`src/rtl/pipeline_hazard_controller_if.sv`:
```
// Hazard-controller bundle: pipeline hazard inputs plus the stall/flush
// controls and status returned to the datapath.
//   master : datapath side, drives the hazard inputs and samples the controls
//   slave  : hazard controller side
interface pipeline_hazard_controller_if #(
    parameter int unsigned REG_ADDR_W = 4,
    parameter int unsigned CNT_W      = 16
);
    logic                  redirect_i;
    logic [REG_ADDR_W-1:0] rd_ex_i;
    logic                  mem_read_ex_i;
    logic [REG_ADDR_W-1:0] rs1_id_i;
    logic [REG_ADDR_W-1:0] rs2_id_i;
    logic                  uses_rs2_id_i;
    logic                  mem_access_mem_i;
    logic                  mem_ready_i;

    logic                  pc_enable_o;
    logic                  ifid_enable_o;
    logic                  ifid_clear_o;
    logic                  idex_enable_o;
    logic                  idex_clear_o;
    logic                  exmem_enable_o;
    logic                  memwb_clear_o;
    logic [CNT_W-1:0]      stall_count_o;
    logic                  timeout_o;
    logic [1:0]            state_o;

    modport master (
        output redirect_i, rd_ex_i, mem_read_ex_i, rs1_id_i, rs2_id_i,
               uses_rs2_id_i, mem_access_mem_i, mem_ready_i,
        input  pc_enable_o, ifid_enable_o, ifid_clear_o, idex_enable_o,
               idex_clear_o, exmem_enable_o, memwb_clear_o, stall_count_o,
               timeout_o, state_o
    );

    modport slave (
        input  redirect_i, rd_ex_i, mem_read_ex_i, rs1_id_i, rs2_id_i,
               uses_rs2_id_i, mem_access_mem_i, mem_ready_i,
        output pc_enable_o, ifid_enable_o, ifid_clear_o, idex_enable_o,
               idex_clear_o, exmem_enable_o, memwb_clear_o, stall_count_o,
               timeout_o, state_o
    );
endinterface

```
`src/rtl/pipeline_hazard_controller.sv`:
```
// Central stall/flush sequencer for the 5-stage pipeline.
// Ports:
//   clk_i  - clock, rising edge
//   rst_i  - asynchronous reset, active high
//   hz     - slave side of the hazard bundle: redirect, load-use operands and
//            MEM handshake in; per-register enable/clear controls, saturating
//            stall count, sticky timeout flag and state (00 RUN/01 WAIT/10 HALT) out.
// Controls are Mealy: decoded from the registered state and current inputs.
module pipeline_hazard_controller #(
    parameter int unsigned REG_ADDR_W  = 4,
    parameter int unsigned MEM_TIMEOUT = 15,
    parameter int unsigned CNT_W       = 16
) (
    input logic                          clk_i,
    input logic                          rst_i,
    pipeline_hazard_controller_if.slave  hz
);

    localparam int unsigned WAIT_W = 8;
    // A WAIT cycle that is still not ready with this many waits behind it is the last allowed.
    localparam logic [WAIT_W-1:0] WAIT_LAST = WAIT_W'(MEM_TIMEOUT - 1);

    typedef enum logic [1:0] {
        ST_RUN  = 2'b00,
        ST_WAIT = 2'b01,
        ST_HALT = 2'b10
    } state_t;

    state_t              state_q, state_d;
    logic [WAIT_W-1:0]   wait_cnt_q, wait_cnt_d;
    logic                timeout_q, timeout_d;
    logic [CNT_W-1:0]    stall_cnt_q;

    logic pc_enable_c, ifid_enable_c, ifid_clear_c, idex_enable_c;
    logic idex_clear_c, exmem_enable_c, memwb_clear_c;
    logic mem_wait_c, load_use_c;

    // Hazard detection; x0 is hard-wired so it never creates a dependency.
    assign mem_wait_c = hz.mem_access_mem_i && !hz.mem_ready_i;
    assign load_use_c = hz.mem_read_ex_i && (hz.rd_ex_i != '0) &&
                        ((hz.rd_ex_i == hz.rs1_id_i) ||
                         (hz.uses_rs2_id_i && (hz.rd_ex_i == hz.rs2_id_i)));

    // State, wait counter and sticky timeout registers.
    always_ff @(posedge clk_i or posedge rst_i) begin
        if (rst_i) begin
            state_q    <= ST_RUN;
            wait_cnt_q <= '0;
            timeout_q  <= 1'b0;
        end else begin
            state_q    <= state_d;
            wait_cnt_q <= wait_cnt_d;
            timeout_q  <= timeout_d;
        end
    end

    // Next-state and control decode: memory wait > redirect > load-use.
    always_comb begin
        state_d        = state_q;
        wait_cnt_d     = wait_cnt_q;
        timeout_d      = timeout_q;
        pc_enable_c    = 1'b1;
        ifid_enable_c  = 1'b1;
        ifid_clear_c   = 1'b0;
        idex_enable_c  = 1'b1;
        idex_clear_c   = 1'b0;
        exmem_enable_c = 1'b1;
        memwb_clear_c  = 1'b0;

        case (state_q)
            ST_RUN, ST_WAIT: begin
                if (mem_wait_c) begin
                    pc_enable_c    = 1'b0;
                    ifid_enable_c  = 1'b0;
                    idex_enable_c  = 1'b0;
                    exmem_enable_c = 1'b0;
                    memwb_clear_c  = 1'b1;
                    wait_cnt_d     = wait_cnt_q + WAIT_W'(1);
                    state_d        = ST_WAIT;
                    if (state_q == ST_WAIT && wait_cnt_q >= WAIT_LAST) begin
                        state_d   = ST_HALT;
                        timeout_d = 1'b1;
                    end
                end else begin
                    state_d    = ST_RUN;
                    wait_cnt_d = '0;
                    if (hz.redirect_i) begin
                        // Squashed ID instruction makes any load-use irrelevant.
                        ifid_clear_c = 1'b1;
                        idex_clear_c = 1'b1;
                    end else if (load_use_c) begin
                        pc_enable_c   = 1'b0;
                        ifid_enable_c = 1'b0;
                        idex_clear_c  = 1'b1;
                    end
                end
            end
            default: begin
                // HALT (and any illegal code): freeze everything, bubble WB.
                state_d        = ST_HALT;
                pc_enable_c    = 1'b0;
                ifid_enable_c  = 1'b0;
                idex_enable_c  = 1'b0;
                exmem_enable_c = 1'b0;
                memwb_clear_c  = 1'b1;
            end
        endcase
    end

    // Saturating count of cycles in which the PC is held.
    always_ff @(posedge clk_i or posedge rst_i) begin
        if (rst_i) begin
            stall_cnt_q <= '0;
        end else if (!pc_enable_c && (stall_cnt_q != '1)) begin
            stall_cnt_q <= stall_cnt_q + CNT_W'(1);
        end
    end

    assign hz.pc_enable_o    = pc_enable_c;
    assign hz.ifid_enable_o  = ifid_enable_c;
    assign hz.ifid_clear_o   = ifid_clear_c;
    assign hz.idex_enable_o  = idex_enable_c;
    assign hz.idex_clear_o   = idex_clear_c;
    assign hz.exmem_enable_o = exmem_enable_c;
    assign hz.memwb_clear_o  = memwb_clear_c;
    assign hz.stall_count_o  = stall_cnt_q;
    assign hz.timeout_o      = timeout_q;
    assign hz.state_o        = state_q;

endmodule

```
`src/flat_wrapper.sv`:
```
// flat-port wrapper written by rule: the top's interface ports become plain ports
module pipeline_hazard_controller_flat 
#(
    parameter int unsigned REG_ADDR_W  = 4,
    parameter int unsigned MEM_TIMEOUT = 15,
    parameter int unsigned CNT_W       = 16
)
  (clk_i, rst_i, hz_redirect_i, hz_rd_ex_i, hz_mem_read_ex_i, hz_rs1_id_i, hz_rs2_id_i, hz_uses_rs2_id_i, hz_mem_access_mem_i, hz_mem_ready_i, hz_pc_enable_o, hz_ifid_enable_o, hz_ifid_clear_o, hz_idex_enable_o, hz_idex_clear_o, hz_exmem_enable_o, hz_memwb_clear_o, hz_stall_count_o, hz_timeout_o, hz_state_o);
  pipeline_hazard_controller_if #(.REG_ADDR_W(REG_ADDR_W), .CNT_W(CNT_W)) hz_i ();
  input logic clk_i;
  input logic rst_i;
  input wire logic [$bits(hz_i.redirect_i)-1:0] hz_redirect_i;
  input wire logic [$bits(hz_i.rd_ex_i)-1:0] hz_rd_ex_i;
  input wire logic [$bits(hz_i.mem_read_ex_i)-1:0] hz_mem_read_ex_i;
  input wire logic [$bits(hz_i.rs1_id_i)-1:0] hz_rs1_id_i;
  input wire logic [$bits(hz_i.rs2_id_i)-1:0] hz_rs2_id_i;
  input wire logic [$bits(hz_i.uses_rs2_id_i)-1:0] hz_uses_rs2_id_i;
  input wire logic [$bits(hz_i.mem_access_mem_i)-1:0] hz_mem_access_mem_i;
  input wire logic [$bits(hz_i.mem_ready_i)-1:0] hz_mem_ready_i;
  output wire logic [$bits(hz_i.pc_enable_o)-1:0] hz_pc_enable_o;
  output wire logic [$bits(hz_i.ifid_enable_o)-1:0] hz_ifid_enable_o;
  output wire logic [$bits(hz_i.ifid_clear_o)-1:0] hz_ifid_clear_o;
  output wire logic [$bits(hz_i.idex_enable_o)-1:0] hz_idex_enable_o;
  output wire logic [$bits(hz_i.idex_clear_o)-1:0] hz_idex_clear_o;
  output wire logic [$bits(hz_i.exmem_enable_o)-1:0] hz_exmem_enable_o;
  output wire logic [$bits(hz_i.memwb_clear_o)-1:0] hz_memwb_clear_o;
  output wire logic [$bits(hz_i.stall_count_o)-1:0] hz_stall_count_o;
  output wire logic [$bits(hz_i.timeout_o)-1:0] hz_timeout_o;
  output wire logic [$bits(hz_i.state_o)-1:0] hz_state_o;
  assign hz_i.redirect_i = hz_redirect_i;
  assign hz_i.rd_ex_i = hz_rd_ex_i;
  assign hz_i.mem_read_ex_i = hz_mem_read_ex_i;
  assign hz_i.rs1_id_i = hz_rs1_id_i;
  assign hz_i.rs2_id_i = hz_rs2_id_i;
  assign hz_i.uses_rs2_id_i = hz_uses_rs2_id_i;
  assign hz_i.mem_access_mem_i = hz_mem_access_mem_i;
  assign hz_i.mem_ready_i = hz_mem_ready_i;
  assign hz_pc_enable_o = hz_i.pc_enable_o;
  assign hz_ifid_enable_o = hz_i.ifid_enable_o;
  assign hz_ifid_clear_o = hz_i.ifid_clear_o;
  assign hz_idex_enable_o = hz_i.idex_enable_o;
  assign hz_idex_clear_o = hz_i.idex_clear_o;
  assign hz_exmem_enable_o = hz_i.exmem_enable_o;
  assign hz_memwb_clear_o = hz_i.memwb_clear_o;
  assign hz_stall_count_o = hz_i.stall_count_o;
  assign hz_timeout_o = hz_i.timeout_o;
  assign hz_state_o = hz_i.state_o;
  pipeline_hazard_controller #(.REG_ADDR_W(REG_ADDR_W), .MEM_TIMEOUT(MEM_TIMEOUT), .CNT_W(CNT_W)) u_core (.clk_i(clk_i), .rst_i(rst_i), .hz(hz_i));
endmodule
```
`config.mk`:
```
export PLATFORM = sky130hd
export DESIGN_NAME = pipeline_hazard_controller_flat
export DESIGN_NICKNAME = d
export VERILOG_FILES = /design/src/rtl/pipeline_hazard_controller_if.sv /design/src/rtl/pipeline_hazard_controller.sv /design/src/flat_wrapper.sv
export SDC_FILE = /design/constraint.sdc
export NUM_CORES = 1
export LEC_CHECK = 0
export ABC_AREA = 0
export CAP_MARGIN = 20
export CORE_MARGIN = 2
export CORE_UTILIZATION = 52
export CTS_CLUSTER_SIZE = 12
export DETAILED_ROUTE_END_ITERATION = 7
export GPL_ROUTABILITY_DRIVEN = 0
export GPL_TIMING_DRIVEN = 0
export MAX_ROUTING_LAYER = met4
export PLACE_DENSITY_LB_ADDON = 0.05
export SETUP_SLACK_MARGIN = 0.1
export SLEW_MARGIN = 20
export SYNTH_ARGS = -nofsm -noshare
export SYNTH_HDL_FRONTEND = slang
export SYNTH_SLANG_ARGS = --single-unit
```
`constraint.sdc`:
```
create_clock -name clk_i -period 3.7 [get_ports clk_i]
set_input_delay 0.74 -clock clk_i [delete_from_list [all_inputs] [get_ports clk_i]]
set_output_delay 0.74 -clock clk_i [all_outputs]
set_load 0.005 [all_outputs]
```
==> metrics.md <==
| Metric | Value |
|---|---|
| IO buf count | `44` |
| Antenna Violating Nets Remaining | `0` |
| Vias in the first global route | `roughly 1300` |
| Status | `finished clean` |
| Pre-Repair DR Iteration Count | `4` |
| Worst IR Drop VDD | `0.313 mV` |
| Combinational Power Share | `0.337` |
| Critical Path RT | `2960 ps` |
| Number of synthesized flops with an enable pin | `0` |
| Synth Area in Compound Gates | `0.169` |
| Initial antenna violation count | `0` |
| Worst setup EP type | `output port` |
| Share of cells above drive strength 1 | `0.169` |
| Hpwl dp | `approximately 2.6 mm` |
| Pins Over Slew Limit | `0` |
| Post-synthesis xor/xnor area fraction | `0.137` |
| Clk_skew | `3.79 ps` |
| CP most frequent cell | `clkdlybuf4s50_1` |
| CTS Buffer Depth | `2` |
| Largest family of logic cells by synthesized area | `simple AND/OR/NAND/NOR gates` |
| I/O Pins | `45` |
| Final Instance Area | `2240 µm²` |
| PwrDens | `366 nW/µm²` |
| Root Buffer | `clkbuf_4` |
| Post-synthesis mux area share | `0.0294` |
| CTS buffer count | `3` |
| Routed vias/inst | `~5.4` |
| Sw Share | `0.325` |
| Pleak | `0.980 nW` |
| Post-route DRC | `0` |
| Sw power | `0.266 mW` |
| Worst Path Arrival | `~2700 ps` |
| Net count, final | `around 220` |
| Crit path launch type | `primary input` |
| Ant diodes | `0` |
| Die area | `roughly 3700 µm²` |
| Layout area overhead | `34.9%` |
| Relative slew slack | `0.727` |
| Hold Path Class | `flop to flop` |
| Register area share after synthesis | `0.407` |
| Worst-Skew Late Latency | `330 ps` |
| Sequential power share | `0.501` |
| YS warnings | `0` |
| Mapped Area | `1660 µm²` |
| Post-synthesis adder-cell area fraction | `0.0226` |
| Routed WL | `about 3.5 mm` |
| Overall routing resource usage | `0.214` |
| Core Area | `3050 µm²` |
| Max H-tree Level | `1` |
| Final core occ | `0.734` |
| Post-Syn Instances | `151` |
| Syn nets | `173` |
| Synth Area in Simple Gates | `0.195` |
| GRT overflow | `0` |
| RSZ-0062 raised after global routing | `false` |
| Worst path slowest cell | `clkdlybuf4s50_1` |
| Buf+Inv Stages, Crit Path | `5` |
| Yosys reg bits | `27` |
| Placed cell area | `approximately 2200 µm²` |
| Clk slew on worst S/H paths | `around 150 ps` |
| Placed Cells | `about 240` |
| Hold buffer count at CTS | `0` |
| Ys flop type | `dfrtp_1` |
| Critical path's largest stage delay | `between 500 and 600 ps` |
| Clock share of power | `0.162` |
| WS Path Type | `primary input to output port` |
| Final hold vios | `0` |
| Hold slack | `489 ps` |
| Min Tclk post-route | `3440 ps` |
| Mean Syn Cell Area | `~11 µm²` |
| CP max FO | `11` |
| Slew @ Worst Pin | `408 ps` |
| Non-Filler Instances | `~250` |
| Final setup fails | `0` |
| Critical-path cell list | `clkdlybuf4s50_1, nand2b_2, nor2b_1, buf_4, buf_6, clkbuf_4, and2_1, clkdlybuf4s50_1` |
| Clock Sinks | `27` |
| FP Rows | `20` |
| Initial DRC Count | `70` |
| Die height | `a little over 60 µm` |
| CTS tree | `done` |
| MaxCap Viol Count | `0` |
| Final Cycle Share | `0.930` |
| FMAX | `slightly below 300 MHz` |
| First-pass GRT wire length | `5.74 mm` |
| FFs w/ async S/R, synth | `1.00` |
| Post-detailed-route wirelength per cell | `14.2 µm` |
| Pin count of the biggest net entering global routing | `28` |
| Internal power | `0.553 mW` |
| Unique cell type count in the Yosys netlist | `43` |
| Crit-path leading delay family | `buffers and inverters` |
| Via count | `approximately 1300` |
| Initial Utilization | `0.544` |
| Chip width | `60.5 µm` |
power groups by stage:
stage / combinational [mW] / sequential [mW] / clock [mW]
finish: 0.276 / 0.410 / 0.133
global route: 0.302 / 0.419 / 0.149
CTS: 0.275 / 0.410 / 0.137
detailed placement: 0.271 / 0.414 / 0
global placement: 0.265 / 0.410 / 0
floorplan: 0.120 / 0.406 / 0
cells in the final DEF (no fill, tap or decap), types with 3 or more instances in the layout:
master and instances:
nand4_1 5, ha_1 3, xnor2_1 3, xor2_1 23, a211oi_2 7, dfrtp_1 27
nor2_1 10, buf_4 4, clkdlybuf4s50_1 41, clkbuf_4 4, a211oi_1 3, nand2_1 11
inv_1 5, a2111oi_2 3, nand3_1 8
path summary, 6_finish.rpt:
path | from | to | slack, ps | cells after the start
worst max register to register | u_core.hz.stall_count_o[0]$_DFFE_PP0P_ | u_core.hz.stall_count_o[1]$_DFFE_PP0P_ | 1610 | 6
worst max-delay path | hz_mem_ready_i | hz_ifid_clear_o | 260 | 8
worst min-delay path | u_core.hz.timeout_o$_DFFE_PP0P_ | u_core.hz.timeout_o$_DFFE_PP0P_ | 490 | 1
max in group asynchronous | rst_i | u_core.hz.state_o[0]$_DFF_PP0_ | 2690 | 3
min in group asynchronous | rst_i | u_core.hz.stall_count_o[13]$_DFFE_PP0P_ | 630 | 2
worst min register to register | u_core.hz.timeout_o$_DFFE_PP0P_ | u_core.hz.timeout_o$_DFFE_PP0P_ | 490 | 1
routing by layer:
layer | wire (µm) | global-route usage | vias to the layer above
li1 | - | - | 636
met1 | 1510 | 0.245 | 637
met2 | 1780 | 0.379 | 39
met3 | 142 | 0.0362 | 7
met4 | 44 | 0.0745 | 0
met5 | 0 | - | -
metrics by stage:
| stage | TNS (ps) | power, mW | setup WS, ps |
|---|---|---|---|
| floorplan | 0 | 0.526 | 960 |
| global placement | -726 | 0.676 | -186 |
| detailed placement | -997 | 0.685 | -257 |
| CTS | 0 | 0.821 | 95.4 |
| global route | 0 | 0.870 | 127 |
| finish | 0 | 0.819 | 259 |
cell families (layout without fill, tap and decap cells):
logic type | Yosys count | after routing
simple gates | 53 | 53
xor+xnor | 26 | 26
mux | 4 | 4
buf+inv | 13 | 63
compound gates | 25 | 25
flops | 27 | 27
fa+ha+maj | 3 | 3
synthesized netlist by cell type, types with 2 or more instances:
library cell	instances	area, µm²
xor2_1	23	201
buf_4	2	15.0
nand4_1	5	31.3
nand2b_1	3	18.8
inv_1	6	22.5
xnor2_1	3	26.3
nor2_1	10	37.5
a2111oi_2	3	45.0
clkbuf_1	2	7.51
nor4_1	2	12.5
nor2b_1	2	12.5
nand3_1	8	40.0
and3_1	2	12.5
buf_2	2	10.0
a211oi_1	3	22.5
ha_1	3	37.5
and2_1	2	12.5
o21ai_0	2	10.0
nand2_1	11	41.3
dfrtp_1	27	676
a211oi_2	7	87.6
mux2_1	2	22.5
state kept, by name, summed over array words and instances (netlist names):
register / count
u_core.hz.state_o: 2
u_core.hz.timeout_o: 1
u_core.hz.stall_count_o: 16
u_core.wait_cnt_q: 8
area by class of cell:
cell class	count	area, µm²
fillers	234	813
plain buffers	7	56.3
clock buffers	3	22.5
well taps	44	55.1
repair buffers	46	479
inverters	6	22.5
flip-flops and latches	27	676
clock inverters	1	7.51
multi-input cells	111	921
what timing repair did:
item,in CTS,in global routing
hold endpoints to repair,0,0
pin swaps,2,1
setup buffers,1,0
endpoints found under the setup margin,7,5
resized for setup,4,6
worst register-to-register path, delay by kind of cell (launching register included):
family	cells	cell delay [ps]
fa+ha+maj	1	230
simple gates	2	840
flops	1	480
mux	1	300
compound gates	1	60
buf+inv	1	80
(Power assumes the default switching activity.)
